### config.mk
export PLATFORM = sky130hd
export DESIGN_NAME = param_rx_fifo_flat
export DESIGN_NICKNAME = d
export VERILOG_FILES = /design/src/rtl/param_rx_fifo_pkg.sv /design/src/rtl/param_rx_fifo_if.sv /design/src/rtl/param_rx_fifo_regfile.sv /design/src/rtl/param_rx_fifo.sv /design/src/flat_wrapper.sv
export SDC_FILE = /design/constraint.sdc
export NUM_CORES = 1
export LEC_CHECK = 0
export CORE_MARGIN = 5
export CORE_UTILIZATION = 45
export DETAILED_ROUTE_END_ITERATION = 10
export PLACE_DENSITY = 0.65
export RECOVER_POWER = 100
export SYNTH_ARGS = -nofsm -noshare
export SYNTH_HDL_FRONTEND = slang
export SYNTH_SLANG_ARGS = --single-unit
### constraint.sdc
create_clock -name clk -period 2.7 [get_ports clk]
set_input_delay 0.81 -clock clk [delete_from_list [all_inputs] [get_ports clk]]
set_output_delay 0.81 -clock clk [all_outputs]
set_load 0.02 [all_outputs]
### src/rtl/param_rx_fifo_pkg.sv
// Shared helpers for the parametrised receive FIFO: count width,
// pointer increment with wrap, and default flag thresholds.
package rx_fifo_pkg;

    // Default almost-empty threshold and almost-full distance from DEPTH
    localparam int DEF_AE_LEVEL  = 1;
    localparam int DEF_AF_MARGIN = 2;

    // Width needed to hold an occupancy of 0..depth inclusive
    function automatic int cnt_width(input int depth);
        return $clog2(depth + 1);
    endfunction

    // Advance a pointer, wrapping at depth-1 by explicit compare so that
    // non-power-of-two depths work
    function automatic int unsigned ptr_next(input int unsigned p, input int unsigned depth);
        return (p == depth - 1) ? 0 : p + 1;
    endfunction

endpackage

### src/rtl/param_rx_fifo_if.sv
// Bus between the receive front end / command decoder and the FIFO.
interface param_rx_fifo_if
    import rx_fifo_pkg::*;
#(
    parameter int DATA_WIDTH = 8,
    parameter int DEPTH      = 8,
    parameter int CNT_W      = cnt_width(DEPTH)
);
    logic                  clear;
    logic                  w_enable;
    logic [DATA_WIDTH-1:0] w_data;
    logic                  r_enable;
    logic [DATA_WIDTH-1:0] r_data;
    logic                  empty;
    logic                  full;
    logic                  almost_empty;
    logic                  almost_full;
    logic [CNT_W-1:0]      count;
    logic                  overflow;
    logic                  underflow;

    modport master (
        output clear, w_enable, w_data, r_enable,
        input  r_data, empty, full, almost_empty, almost_full, count, overflow, underflow
    );

    modport slave (
        input  clear, w_enable, w_data, r_enable,
        output r_data, empty, full, almost_empty, almost_full, count, overflow, underflow
    );
endinterface

### src/rtl/param_rx_fifo_regfile.sv
// FIFO storage: one synchronous write port, one asynchronous read port.
// Contents are intentionally not reset.
module fifo_regfile #(
    parameter int DATA_WIDTH = 8,
    parameter int DEPTH      = 8,
    parameter int PTR_W      = $clog2(DEPTH)
) (
    input  logic                  clk,
    input  logic                  we,
    input  logic [PTR_W-1:0]      waddr,
    input  logic [DATA_WIDTH-1:0] wdata,
    input  logic [PTR_W-1:0]      raddr,
    output logic [DATA_WIDTH-1:0] rdata
);
    logic [DEPTH-1:0][DATA_WIDTH-1:0] mem;

    // Store the incoming word at the write address
    always_ff @(posedge clk) begin
        if (we) mem[waddr] <= wdata;
    end

    assign rdata = mem[raddr];
endmodule

### src/rtl/param_rx_fifo.sv
// First-word-fall-through receive FIFO with occupancy count, programmable
// almost flags, synchronous flush and sticky overflow/underflow.
module param_rx_fifo
    import rx_fifo_pkg::*;
#(
    parameter int DATA_WIDTH = 8,
    parameter int DEPTH      = 8,
    parameter int AF_LEVEL   = DEPTH - DEF_AF_MARGIN,
    parameter int AE_LEVEL   = DEF_AE_LEVEL,
    parameter int CNT_W      = cnt_width(DEPTH)
) (
    input  logic            clk,
    input  logic            n_rst,
    param_rx_fifo_if.slave  bus
);
    localparam int PTR_W = $clog2(DEPTH);
    localparam logic [CNT_W-1:0] DEPTH_C = CNT_W'(DEPTH);
    localparam logic [CNT_W-1:0] AF_C    = CNT_W'(AF_LEVEL);
    localparam logic [CNT_W-1:0] AE_C    = CNT_W'(AE_LEVEL);

    logic [PTR_W-1:0] wptr_q, wptr_d, rptr_q, rptr_d;
    logic [CNT_W-1:0] count_q, count_d;
    logic empty_q, empty_d, full_q, full_d;
    logic ae_q, ae_d, af_q, af_d;
    logic ovf_q, ovf_d, unf_q, unf_d;
    logic wr_acc, rd_acc, mem_we;
    logic [DATA_WIDTH-1:0] mem_rdata;

    fifo_regfile #(
        .DATA_WIDTH (DATA_WIDTH),
        .DEPTH      (DEPTH),
        .PTR_W      (PTR_W)
    ) u_regfile (
        .clk   (clk),
        .we    (mem_we),
        .waddr (wptr_q),
        .wdata (bus.w_data),
        .raddr (rptr_q),
        .rdata (mem_rdata)
    );

    // Accept/reject decisions, next pointers, count, flags and sticky errors
    always_comb begin
        // A write into a full FIFO still fits when the head is popped the same cycle
        wr_acc  = bus.w_enable & (~full_q | bus.r_enable);
        rd_acc  = bus.r_enable & ~empty_q;
        mem_we  = wr_acc & ~bus.clear;
        wptr_d  = wptr_q;
        rptr_d  = rptr_q;
        count_d = count_q;
        ovf_d   = ovf_q | (bus.w_enable & full_q & ~bus.r_enable);
        unf_d   = unf_q | (bus.r_enable & empty_q);

        if (bus.clear) begin
            wptr_d  = '0;
            rptr_d  = '0;
            count_d = '0;
            ovf_d   = 1'b0;
            unf_d   = 1'b0;
        end else begin
            if (wr_acc) wptr_d = PTR_W'(ptr_next(32'(wptr_q), DEPTH));
            if (rd_acc) rptr_d = PTR_W'(ptr_next(32'(rptr_q), DEPTH));
            case ({wr_acc, rd_acc})
                2'b10:   count_d = count_q + CNT_W'(1);
                2'b01:   count_d = count_q - CNT_W'(1);
                default: count_d = count_q;
            endcase
        end

        empty_d = (count_d == '0);
        full_d  = (count_d == DEPTH_C);
        ae_d    = (count_d <= AE_C);
        af_d    = (count_d >= AF_C);
    end

    // State register
    always_ff @(posedge clk or negedge n_rst) begin
        if (!n_rst) begin
            wptr_q  <= '0;
            rptr_q  <= '0;
            count_q <= '0;
            empty_q <= 1'b1;
            full_q  <= 1'b0;
            ae_q    <= 1'b1;
            af_q    <= 1'b0;
            ovf_q   <= 1'b0;
            unf_q   <= 1'b0;
        end else begin
            wptr_q  <= wptr_d;
            rptr_q  <= rptr_d;
            count_q <= count_d;
            empty_q <= empty_d;
            full_q  <= full_d;
            ae_q    <= ae_d;
            af_q    <= af_d;
            ovf_q   <= ovf_d;
            unf_q   <= unf_d;
        end
    end

    assign bus.r_data       = empty_q ? '0 : mem_rdata;
    assign bus.empty        = empty_q;
    assign bus.full         = full_q;
    assign bus.almost_empty = ae_q;
    assign bus.almost_full  = af_q;
    assign bus.count        = count_q;
    assign bus.overflow     = ovf_q;
    assign bus.underflow    = unf_q;
endmodule

### src/flat_wrapper.sv
// flat-port wrapper written by rule: the top's interface ports become plain ports
module param_rx_fifo_flat import rx_fifo_pkg::*;
#(
    parameter int DATA_WIDTH = 8,
    parameter int DEPTH      = 8,
    parameter int AF_LEVEL   = DEPTH - DEF_AF_MARGIN,
    parameter int AE_LEVEL   = DEF_AE_LEVEL,
    parameter int CNT_W      = cnt_width(DEPTH)
)
  (clk, n_rst, bus_clear, bus_w_enable, bus_w_data, bus_r_enable, bus_r_data, bus_empty, bus_full, bus_almost_empty, bus_almost_full, bus_count, bus_overflow, bus_underflow);
  param_rx_fifo_if #(.DATA_WIDTH(DATA_WIDTH), .DEPTH(DEPTH), .CNT_W(CNT_W)) bus_i ();
  input  logic clk;
  input  logic n_rst;
  input wire logic [$bits(bus_i.clear)-1:0] bus_clear;
  input wire logic [$bits(bus_i.w_enable)-1:0] bus_w_enable;
  input wire logic [$bits(bus_i.w_data)-1:0] bus_w_data;
  input wire logic [$bits(bus_i.r_enable)-1:0] bus_r_enable;
  output wire logic [$bits(bus_i.r_data)-1:0] bus_r_data;
  output wire logic [$bits(bus_i.empty)-1:0] bus_empty;
  output wire logic [$bits(bus_i.full)-1:0] bus_full;
  output wire logic [$bits(bus_i.almost_empty)-1:0] bus_almost_empty;
  output wire logic [$bits(bus_i.almost_full)-1:0] bus_almost_full;
  output wire logic [$bits(bus_i.count)-1:0] bus_count;
  output wire logic [$bits(bus_i.overflow)-1:0] bus_overflow;
  output wire logic [$bits(bus_i.underflow)-1:0] bus_underflow;
  assign bus_i.clear = bus_clear;
  assign bus_i.w_enable = bus_w_enable;
  assign bus_i.w_data = bus_w_data;
  assign bus_i.r_enable = bus_r_enable;
  assign bus_r_data = bus_i.r_data;
  assign bus_empty = bus_i.empty;
  assign bus_full = bus_i.full;
  assign bus_almost_empty = bus_i.almost_empty;
  assign bus_almost_full = bus_i.almost_full;
  assign bus_count = bus_i.count;
  assign bus_overflow = bus_i.overflow;
  assign bus_underflow = bus_i.underflow;
  param_rx_fifo #(.DATA_WIDTH(DATA_WIDTH), .DEPTH(DEPTH), .AF_LEVEL(AF_LEVEL), .AE_LEVEL(AE_LEVEL), .CNT_W(CNT_W)) u_core (.clk(clk), .n_rst(n_rst), .bus(bus_i));
endmodule
==> results by group, run 1 <==
Power and ir drop
  – Power per Cell Area: 783 nW/um^2
  – Max rail drop VDD: between 0.3 and 0.4 mV
  – Lkg Pwr: around 0.0015 uW

Finish
  – Antenna Cells: 0
  – Layout Nets: around 280
  – Layout area overhead: 22.9%
  – Design area: between 4000 and 5000 sq um
  – Filler Cell Count: between 600 and 700
  – Leading cell types in the layout, fill and taps excluded: edfxtp_1, nor2_1, dlygate4sd3_1
  – Most common cell after layout, fill and taps aside: edfxtp_1
  – Share of layout cells above drive strength 1: 0.264

Logic synthesis
  – Seq cells post-synth: 80
  – Async set-reset flop share out of synthesis: 0.200
  – Synth area leaders: edfxtp_1, mux4_2, dfrtp_1
  – Area leader, netlist: edfxtp_1
  – Syn Area/Cell: 17.1 sq um
  – Post-synth EDFFs: 64
  – Ys Warns: 0
  – Synth Instances: 195
  – Synthesized area: around 3300 sq um
  – Main flop type after synthesis: edfxtp_1
  – Seq/Total Area, Yosys: 0.696
  – Post-synth cell types: 35
  – Synth top area share: 0.576
  – Syn nets: 215

Place
  – IO buf count: 30
  – DP Area: 3930 sq um
  – Post-DP HPWL: 4350 um
  – Placer Congestion: 0.748

Worst setup path
  – Critical path endpoint category: primary output
  – Worst path max stage delay: 0.50 ns
  – Worst setup SP type: flop
  – Crit-path slowest cell: mux4_2
  – Arr. time, crit path: 1.83 ns
  – Critical path peak fanout: 6
  – Kind of critical path: flop to primary output
  – Critical-path cell list: buf_12, mux4_2, mux2i_1, nor2_1, buf_4
  – Worst endpoint required time: 1.89 ns

CTS
  – Skew-Pair Late Insertion Delay: 0.35 ns
  – Reg clk slew, reported paths: 0.08 ns
  – H-tree levels: 3
  – Root Driver: clkbuf_8
  – TritonCTS Buffers: 9
  – CTS tree: yes
  – CTS Sinks: 80
  – Hold-fix buffers, CTS: 0
  – Clock Path Buffers: 2

Timing
  – Final period util: 0.978
  – Unrepaired setup endpoints after global routing: yes
  – Final hold violation count: 0
  – Clk_skew: approximately 0.015 ns
  – # setup viols final: 0
  – Crit path time final: 2.64 ns
  – Highest Clock Rate: 0.379 GHz
  – Rel. slew slack: 0.507
  – Setup_tns: 0 ns
  – Max-slew violation count: 0
  – Worst-Margin Slew: approximately 0.74 ns

Global routing
  – First-pass GRT wire length: 10400 um
  – Initial antenna violation count: 0
  – Overall routing resource usage: 0.157
  – Largest net degree at the start of global routing: 17
  – Total grt overflow: 0
  – Vias in the first global route: 1935

Floorplan
  – Die ar.: 9240 sq um
  – Core Box Area: 7250 sq um
  – Initial Util: 0.460
  – Cell row count: 31
  – I/O pins: 31
  – Die Width: around 96 um
  – DIE HEIGHT: 96.1 um

Drt
  – Detailed Routing Iterations Pass 1: 4
  – Total number of vias: 1861
  – 1st-iter DRT viols: 123
  – Routed Wire Length: 6350 um
  – Number of remaining DRC errors: 0
  – WL/cell: 17.6 um
  – Antenna Nets Post-Route: 0
  – Vias per inst: just over 5

Status
  – Run status: finished clean

Job
  – Max Cap Viol: 0

Hold path
  – Worst min path class: flop to flop
[metal layers]
metal / wire length, um / track usage
met1: 2870 / 0.214
met2: 3140 / 0.243
met3: 239 / 0.0313
met4: 102 / 0.0711
met5: 0 / 0
[final cells by class]
class | count | area (sq um) | area share
sequential | 80 | 2330 | 0.567
multi-input combinational | 103 | 967 | 0.236
timing repair buffer | 59 | 482 | 0.117
clock buffer | 10 | 128 | 0.0311
tap | 99 | 124 | 0.0302
clock inverter | 6 | 66.3 | 0.0162
inverter | 3 | 11.3 | 0.00274
[through the flow]
stage | std cells | hold slack [ns] | setup slack [ns] | total power, uW | utilization
2_1_floorplan | 195 | 0.514 | 0.0858 | 2030 | -
3_3_place_gp | 341 | 0.490 | -0.284 | 2380 | 0.542
3_5_place_dp | 341 | 0.507 | -0.332 | 2390 | 0.542
4_1_cts | 361 | 0.531 | -0.0273 | 3290 | 0.574
5_1_grt | 360 | 0.551 | -0.0333 | 3370 | 0.566
6_report | 360 | 0.528 | 0.0596 | 3210 | 0.566
[sequential cells by signal (all words and copies together) (netlist names)]
register,flops
u_core.bus.count,4
u_core.bus.almost_full,1
u_core.bus.underflow,1
u_core.bus.overflow,1
u_core.u_regfile.mem,64
u_core.bus.empty,1
u_core.wptr_q,3
u_core.bus.full,1
u_core.rptr_q,3
u_core.bus.almost_empty,1
[worst paths after layout]
check | startpoint | to | slack [ns] | cells after the start
min reg2reg | u_core.bus.underflow$_DFF_PN0_ | u_core.bus.underflow$_DFF_PN0_ | 0.53 | 2
min in group asynchronous | n_rst | u_core.bus.count[0]$_DFF_PN0_ | 0.97 | 1
min | u_core.bus.underflow$_DFF_PN0_ | u_core.bus.underflow$_DFF_PN0_ | 0.53 | 2
max | u_core.rptr_q[0]$_DFFE_PN0P_ | bus_r_data[7] | 0.06 | 5
max in group asynchronous | n_rst | u_core.rptr_q[0]$_DFFE_PN0P_ | 1.23 | 1
max reg2reg | u_core.bus.empty$_DFF_PN1_ | u_core.bus.almost_full$_DFF_PN0_ | 0.35 | 9
[synthesized netlist by cell type, types with 3 or more instances]
cell / number
a21oi_1: 5
clkbuf_1: 3
dfrtp_1: 14
edfxtp_1: 64
ha_1: 7
inv_1: 3
mux2i_1: 13
mux4_2: 16
nor2_1: 30
nor2b_1: 3
nor3_1: 3
nor3b_1: 3
xor2_1: 3
[logic make-up (layout without fill, tap and decap cells)]
| group | Yosys count | count (layout) | synth area share |
|---|---|---|---|
| compound gates | 14 | 14 | 0.0292 |
| xor+xnor | 5 | 5 | 0.0131 |
| fa+ha+maj | 7 | 7 | 0.0262 |
| buf+inv | 12 | 78 | 0.0199 |
| flops | 80 | 80 | 0.696 |
| mux | 29 | 29 | 0.147 |
| simple gates | 48 | 48 | 0.0682 |
[where the power goes]
part           internal (uW)  leakage [uW]  switching, uW
logic                    427      0.000628            413
clock network            431     0.0000909            434
registers               1410      0.000788           99.8
total                   2270       0.00151            947
[critical path: cells and delay by family (launching register included)]
family | cells | cell delay, ns
flops | 1 | 0.44
buf+inv | 2 | 0.32
simple gates | 1 | 0.07
mux | 2 | 0.64
[what timing repair did]
action | CTS | global route
gates resized for setup | 38 | 7
pin swaps | 0 | 3
setup endpoints to repair | 8 | 11
buffers inserted | 3 | 0
cloned | 1 | 0
endpoints found under the hold margin | 0 | 0
No activity file was read; power rests on OpenSTA's default activity.
==> run 2: changes to the inputs <==
Settings changed: CTS_CLUSTER_SIZE set to 12.
Clock period 2.7 ns to 3.2 ns, I/O delays scaled along.
==> run 2 against run 1 <==
Against the previous run:
- non-clock buffer count shrank 9
- core utilization shrank 1.6 points
- via count shrank 5.0%
- worst hold slack lost 0.011 ns
- critical endpoint is now u_core.bus.full$_DFF_PN0_
- largest cell class unchanged
==> results by group, run 2 (synthesis results as in run 1) <==
Floorplan
  – Die ar.: 9240 sq um (unchanged)
  – Cell row count: 31 (unchanged)
  – Die Width: 96.1 um (unchanged)
  – Initial Util: 0.460 (unchanged)
  – I/O pins: 31 (unchanged)
  – Core Box Area: 7250 sq um (unchanged)
  – DIE HEIGHT: 96.1 um (unchanged)

Place
  – Placer Congestion: 0.745 (-0.41%)
  – IO buf count: 30 (unchanged)
  – Pre-CTS setup slack: -0.0129 ns (+0.319 ns)
  – Post-DP HPWL: 4100 um (-5.7%)

Worst setup path
  – Arr. time, crit path: 3.24 ns (+1.41 ns)
  – Kind of critical path: input pin to flop
  – Critical path endpoint category: flop
  – FF-to-FF Start: u_core.bus.empty$_DFF_PN1_
  – Worst endpoint required time: 3.45 ns (+1.56 ns)
  – Worst r2r dst: u_core.bus.full$_DFF_PN0_
  – Worst reg2reg path depth: 9 (unchanged)
  – Worst setup SP type: input pin
  – Reg2Reg Setup Slack: 0.77 ns (+0.42 ns)
  – Critical path peak fanout: 3 (-3)

Timing
  – Final hold violation count: 0 (unchanged)
  – Highest Clock Rate: 0.334 GHz
  – Clk_skew: 0.00971 ns (-0.00539 ns)
  – # setup viols final: 0 (unchanged)
  – Unrepaired setup endpoints after global routing: no
  – Max-slew violation count: 0 (unchanged)
  – Rel. slew slack: 0.508 (+0.00140)
  – Post-route setup slack: 0.206 ns (+0.146 ns)
  – Worst-Margin Slew: 0.736 ns (-0.00210 ns)
  – Crit path time final: 2.99 ns
  – Final period util: 0.936

CTS
  – Clock Path Buffers: 2 (unchanged)
  – CTS Sinks: 80 (unchanged)
  – CTS tree: yes
  – Reg clk slew, reported paths: 0.08 ns (about the same)
  – Hold-fix buffers, CTS: 0 (unchanged)
  – TritonCTS Buffers: 9 (unchanged)
  – Skew-Pair Late Insertion Delay: 0.34 ns (about the same)
  – H-tree levels: 3 (unchanged)
  – Root Driver: clkbuf_8

Drt
  – Routed Wire Length: 6080 um (-4.2%)
  – Vias per inst: 5.04 (-2.6%)
  – Antenna Nets Post-Route: 0 (unchanged)
  – Detailed Routing Iterations Pass 1: 4 (unchanged)
  – Total number of vias: 1768 (-5.0%)
  – 1st-iter DRT viols: 120 (-2.4%)
  – Number of remaining DRC errors: 0 (unchanged)
  – WL/cell: 17.3 um (-1.7%)

Finish
  – Max reg flops: 64 (unchanged)
  – Share of layout cells above drive strength 1: 0.171 (-0.0937)
  – Filler Cell Count: 609 (-1.1%)
  – Layout Nets: 267 (-3.3%)
  – Leading cell types in the layout, fill and taps excluded: edfxtp_1, nor2_1, dlygate4sd3_1
  – Final core utilization: 0.549 (-0.0164)
  – Layout area overhead: 19.4%
  – Reg area: 2320 sq um (about the same)
  – Multi-input logic area: 942 sq um (-2.6%)
  – Antenna Cells: 0 (unchanged)
  – Most common cell after layout, fill and taps aside: edfxtp_1
  – Largest register by flop count: u_core.u_regfile.mem

Power and ir drop
  – Sw frac: 0.294 (-0.000437)
  – Clk pwr share: 0.278 (+0.009)
  – Comb pwr share: 0.242 (-0.020)
  – Lkg Pwr: 0.00144 uW (-4.7%)
  – Register share of total power: 0.479 (+0.010)
  – Cell internal pwr: 1860 uW (-18%)
  – Power per Cell Area: 661 nW/um^2 (-16%)
  – Switching power total: 776 uW (-18%)
  – Max rail drop VDD: 0.301 mV (-15%)

Global routing
  – Total grt overflow: 0 (unchanged)
  – Initial antenna violation count: 0 (unchanged)
  – First-pass GRT wire length: 9870 um (-4.9%)
  – Largest net degree at the start of global routing: 19 (+2)
  – Vias in the first global route: 1848 (-4.5%)
  – Overall routing resource usage: 0.151 (-0.00638)

Hold path
  – Hold path cells: 2 (unchanged)
  – Hold Startpoint: u_core.bus.overflow$_DFF_PN0_
  – Hold endpoint: u_core.bus.overflow$_DFF_PN0_
  – Worst min path class: flop to flop

Job
  – Max Cap Viol: 0 (unchanged)

Status
  – Run status: finished clean
==> run 2: cell types whose count changed in the layout (fill, tap and decap cells not counted), sizes merged <==
cell,previous run,this run
buf,20,6
dlygate4sd2,0,2
clkbuf,27,28
dlygate4sd3,19,20
inv,5,6
==> run 2: area by class of cell <==
class | instances | share of cell area
Timing Repair Buffer | 50 | 0.0961
Clock buffer | 9 | 0.0311
Tap cell | 99 | 0.0311
Clock inverter | 7 | 0.0192
Sequential cell | 80 | 0.583
Inverter | 3 | 0.00283
Multi-Input combinational cell | 103 | 0.236
==> run 2: worst max-delay path by stage <==
stage | startpoint | endpoint | cells past startpoint
6_report | bus_r_enable | u_core.bus.full$_DFF_PN0_ | 11
5_1_grt | bus_r_enable | u_core.bus.full$_DFF_PN0_ | 11
4_1_cts | u_core.rptr_q[0]$_DFFE_PN0P_ | bus_r_data[4] | 5
3_5_place_dp | bus_r_enable | u_core.bus.full$_DFF_PN0_ | 11
3_3_place_gp | bus_r_enable | u_core.bus.full$_DFF_PN0_ | 10
2_1_floorplan | bus_r_enable | u_core.bus.full$_DFF_PN0_ | 9
==> run 2: critical path: stages <==
cell and delay [ns]:
dlygate4sd3_1 0.57, inv_1 0.10, nor2_1 0.07, ha_1 0.22
xor2_1 0.17, ha_1 0.20, a21oi_1 0.15, mux2i_1 0.23
xor2_1 0.20, and2_1 0.17, nor3b_1 0.18
==> run 2: through the flow <==
step | power [uW] | hold WS [ns] | cell area, sq um | std cells | TNS [ns]
floorplan | 1710 | 0.551 | 3340 | 195 | 0
global placement | 1990 | 0.508 | 3870 | 335 | 0
detailed placement | 2000 | 0.507 | 3870 | 335 | -0.0129
CTS | 2720 | 0.528 | 4070 | 351 | 0
global route | 2780 | 0.568 | 3990 | 351 | 0
finish | 2630 | 0.518 | 3990 | 351 | 0
==> run 2: per-layer routing <==
metal	track usage	share of wire	vias to the layer above
met5	0	0	-
li1	-	-	844
met3	0.0289	0.032	8
met1	0.218	0.49	890
met2	0.220	0.47	26
met4	0.0687	0.013	0
==> run 2: timing repair <==
item | CTS | global route
resized for setup | 2 | 6
endpoints found under the setup margin | 2 | 6
buffers inserted | 0 | 0
==> run 2: power groups by stage <==
| stage | combinational [uW] | clock [uW] | sequential, uW |
|---|---|---|---|
| final | 638 | 733 | 1260 |
| after global routing | 697 | 803 | 1280 |
| after CTS | 702 | 753 | 1270 |
| after detailed placement | 707 | 0 | 1290 |
| after global placement | 700 | 0 | 1290 |
| after floorplan | 417 | 0 | 1290 |
==> run 3: changes to the inputs <==
Settings changed: ABC_AREA set to 1, CTS_BUF_LIST set to sky130_fd_sc_hd__clkbuf_8, PLACE_DENSITY 0.65 to unset.
==> run 3 against run 2 <==
Against the previous run:
- fmax is 1.2% lower
- combinational power is 40% higher
- power is 12% higher
- critical endpoint is now bus_r_data[2]
- sequential power hardly changed
- clock skew is 0.00098 ns lower
- largest cell class unchanged
- synthesized cell count is 51% higher
==> results by group, run 3 <==
Finish
  – Antenna Cells: 0 (unchanged)
  – Final core utilization: 0.553 (+0.00374)
  – Most common cell after layout, fill and taps aside: nor2_1
  – Share of layout cells above drive strength 1: 0.0928 (-0.0779)
  – Design area: 4060 sq um (+1.8%)
  – Largest register by flop count: u_core.u_regfile.mem
  – Leading cell types in the layout, fill and taps excluded: nor2_1, edfxtp_1, nand2_1
  – Layout Nets: 360 (+35%)
  – Max reg flops: 64 (unchanged)
  – Layout area overhead: 18.2%

Power and ir drop
  – Register share of total power: 0.426 (-0.053)
  – Lkg Pwr: 0.00157 uW (+9.1%)
  – Max rail drop VDD: 0.348 mV (+16%)
  – Comb pwr share: 0.301 (+0.059)
  – Sw frac: 0.334 (+0.0401)
  – Clk pwr share: 0.273 (-0.005)
  – Power per Cell Area: 730 nW/um^2 (+10%)
  – Switching power total: 990 uW (+28%)
  – Cell internal pwr: 1970 uW (+6.0%)

Floorplan
  – Die Width: 97.3 um (+1.2%)
  – I/O pins: 31 (unchanged)
  – DIE HEIGHT: 97.3 um (+1.2%)
  – Cell row count: 31 (unchanged)
  – Initial Util: 0.468 (+0.00776)
  – Core Box Area: 7330 sq um (+1.1%)
  – Die ar.: 9470 sq um (+2.5%)

Worst setup path
  – Reg2Reg Setup Slack: 1.11 ns (+0.34 ns)
  – Arr. time, crit path: 2.07 ns (-1.17 ns)
  – Worst endpoint required time: 2.24 ns (-1.21 ns)
  – Kind of critical path: flop to primary output
  – Worst setup SP type: flop
  – FF-to-FF Start: u_core.bus.full$_DFF_PN0_
  – Worst reg2reg path depth: 7 (-2)
  – Worst r2r dst: u_core.u_regfile.mem[48]$_DFFE_PP_
  – Critical path peak fanout: 12 (+9)
  – Critical path endpoint category: primary output
  – Critical path endpoint: bus_r_data[2]
  – Crit path from: u_core.rptr_q[0]$_DFFE_PN0P_

Timing
  – Final hold violation count: 0 (unchanged)
  – Crit path time final: 3.03 ns (+0.0369 ns)
  – # setup viols final: 0 (unchanged)
  – Worst-Margin Slew: 0.728 ns (-0.00776 ns)
  – Max-slew violation count: 0 (unchanged)
  – Clk_skew: 0.00873 ns (-0.000981 ns)
  – Post-route setup slack: 0.169 ns (-0.0369 ns)
  – Final period util: 0.947 (+0.0115)
  – Rel. slew slack: 0.513 (+0.00519)
  – Unrepaired setup endpoints after global routing: no
  – Highest Clock Rate: 0.330 GHz (-1.2%)
  – Setup_tns: 0 ns (unchanged)

Drt
  – Routed Wire Length: 7240 um (+19%)
  – Detailed Routing Iterations Pass 1: 4 (unchanged)
  – WL/cell: 16.3 um (-5.9%)
  – Antenna Nets Post-Route: 0 (unchanged)
  – Vias per inst: 5.16 (+2.4%)
  – Total number of vias: 2290 (+30%)
  – Number of remaining DRC errors: 0 (unchanged)
  – 1st-iter DRT viols: 108 (-10%)

Status
  – Run status: finished clean

Logic synthesis
  – Seq/Total Area, Yosys: 0.678 (-0.0188)
  – Ys Warns: 0 (unchanged)
  – Async set-reset flop share out of synthesis: 0.200 (unchanged)
  – Syn nets: 315 (+47%)
  – Synthesized area: 3430 sq um (+2.8%)
  – Area leader, netlist: edfxtp_1
  – Synth Area in Adders: 0.0255 (-0.000708)
  – Post-synth EDFFs: 64 (unchanged)
  – Synth Instances: 295 (+51%)
  – Post-synthesis mux area share: 0.0233 (-0.124)
  – Post-synthesis xor/xnor area fraction: 0.00255 (-0.0106)
  – Syn Area/Cell: 11.6 sq um (-32%)
  – Synth top area share: 0.560 (-0.0155)
  – Post-Synth Simple-Gate Area: 0.132 (+0.0634)
  – Most numerous cell in the Yosys netlist: nor2_1
  – Post-synth cell types: 28 (-20%)
  – Main combinational cell family by area after synthesis: simple AND/OR/NAND/NOR gates
  – Synth area leaders: edfxtp_1, dfrtp_1, nor2_1
  – Seq cells post-synth: 80 (unchanged)
  – Main flop type after synthesis: edfxtp_1
  – Synth cell count leaders: nor2_1, edfxtp_1, o21ai_1
  – Compound-gate portion of the synthesized area: 0.0934 (+0.0641)

CTS
  – H-tree levels: 3 (unchanged)
  – TritonCTS Buffers: 9 (unchanged)
  – Reg clk slew, reported paths: 0.08 ns (about the same)
  – Root Driver: clkbuf_8
  – Skew-Pair Late Insertion Delay: 0.35 ns (about the same)
  – Hold-fix buffers, CTS: 0 (unchanged)
  – CTS Sinks: 80 (unchanged)
  – CTS tree: yes
  – Clock Path Buffers: 2 (unchanged)

Place
  – Post-DP HPWL: 4620 um (+13%)
  – Placer Congestion: 0.893 (+20%)
  – Pre-CTS setup slack: 0.203 ns (+0.216 ns)
  – IO buf count: 30 (unchanged)
  – DP Area: 3900 sq um (+0.87%)

Global routing
  – Most Used Layer, Global Route: met2
  – First-pass GRT wire length: 11500 um (+17%)
  – GR Util met1: 0.210 (-0.00834)
  – GR Util met2: 0.261 (+0.0415)
  – Met3 GRT Util: 0.0287 (-0.000214)
  – Initial antenna violation count: 0 (unchanged)
  – Largest net degree at the start of global routing: 35 (+16)
  – Overall routing resource usage: 0.159 (+0.00867)
  – Vias in the first global route: 2182 (+18%)
  – Total grt overflow: 0 (unchanged)

Job
  – Max Cap Viol: 0 (unchanged)

Hold path
  – Worst min path class: flop to flop
[run 3: worst min path at each step]
stage | from | to | slack [ns] | cells past startpoint
6_report | u_core.bus.underflow$_DFF_PN0_ | u_core.bus.underflow$_DFF_PN0_ | 0.51 | 2
5_1_grt | u_core.bus.overflow$_DFF_PN0_ | u_core.bus.overflow$_DFF_PN0_ | 0.54 | 2
4_1_cts | u_core.bus.underflow$_DFF_PN0_ | u_core.bus.underflow$_DFF_PN0_ | 0.51 | 2
3_5_place_dp | u_core.bus.underflow$_DFF_PN0_ | u_core.bus.underflow$_DFF_PN0_ | 0.49 | 2
3_3_place_gp | u_core.bus.underflow$_DFF_PN0_ | u_core.bus.underflow$_DFF_PN0_ | 0.49 | 2
2_1_floorplan | u_core.wptr_q[0]$_DFFE_PN0P_ | u_core.wptr_q[0]$_DFFE_PN0P_ | 0.56 | 2
[run 3: routing by layer]
layer / wire length (um) / up-vias / part of all wire
met5: 0 / - / 0
met3: 300 / 11 / 0.041
li1: - / 1112 / -
met2: 3540 / 54 / 0.49
met1: 3290 / 1113 / 0.45
met4: 116 / 0 / 0.016
[run 3: area by class of cell]
| class | count | area (sq um) |
|---|---|---|
| sequential | 80 | 2330 |
| multi-input combinational | 183 | 941 |
| clock buffer | 9 | 124 |
| inverter | 21 | 83.8 |
| fill | 635 | 3280 |
| tap | 99 | 124 |
| clock inverter | 7 | 93.8 |
| timing repair buffer | 45 | 363 |
[run 3: kinds of logic (layout without fill, tap and decap cells)]
logic type | after synthesis | count (layout)
buffers and inverters | 32 | 82
DFF | 80 | 80
and+or+nand+nor | 106 | 106
xor gates and xnor gates | 1 | 1
muxes | 8 | 8
AOI/OAI and AO/OA | 61 | 61
adders and majority gates | 7 | 7
[run 3: timing repair]
action,4_1_cts,5_1_grt
setup buffers,0,0
setup endpoints to repair,5,8
gates resized for setup,1,9
[run 3: metrics by stage]
step / power, uW / hold slack, ns / std cells
2_1_floorplan: 1880 / 0.557 / 295
5_1_grt: 3140 / 0.542 / 444
3_5_place_dp: 2260 / 0.490 / 428
3_3_place_gp: 2260 / 0.487 / 428
6_report: 2960 / 0.512 / 444
4_1_cts: 3070 / 0.512 / 444
[run 3: power groups by stage]
stage | logic [uW] | clock network, uW | registers, uW
after detailed placement | 974 | 0 | 1280
after global placement | 974 | 0 | 1280
final | 891 | 809 | 1260
after global routing | 986 | 878 | 1270
after floorplan | 554 | 0 | 1330
after CTS | 981 | 831 | 1260
[run 3: critical path: stages (launching register included)]
cell	delay (ns)
dfrtp_2	0.47
buf_6	0.20
nor2_1	0.06
nor2_1	0.07
o21ai_1	0.06
o21ai_1	0.08
o21ai_1	0.07
nor2_1	0.11
clkdlybuf4s50_1	0.61
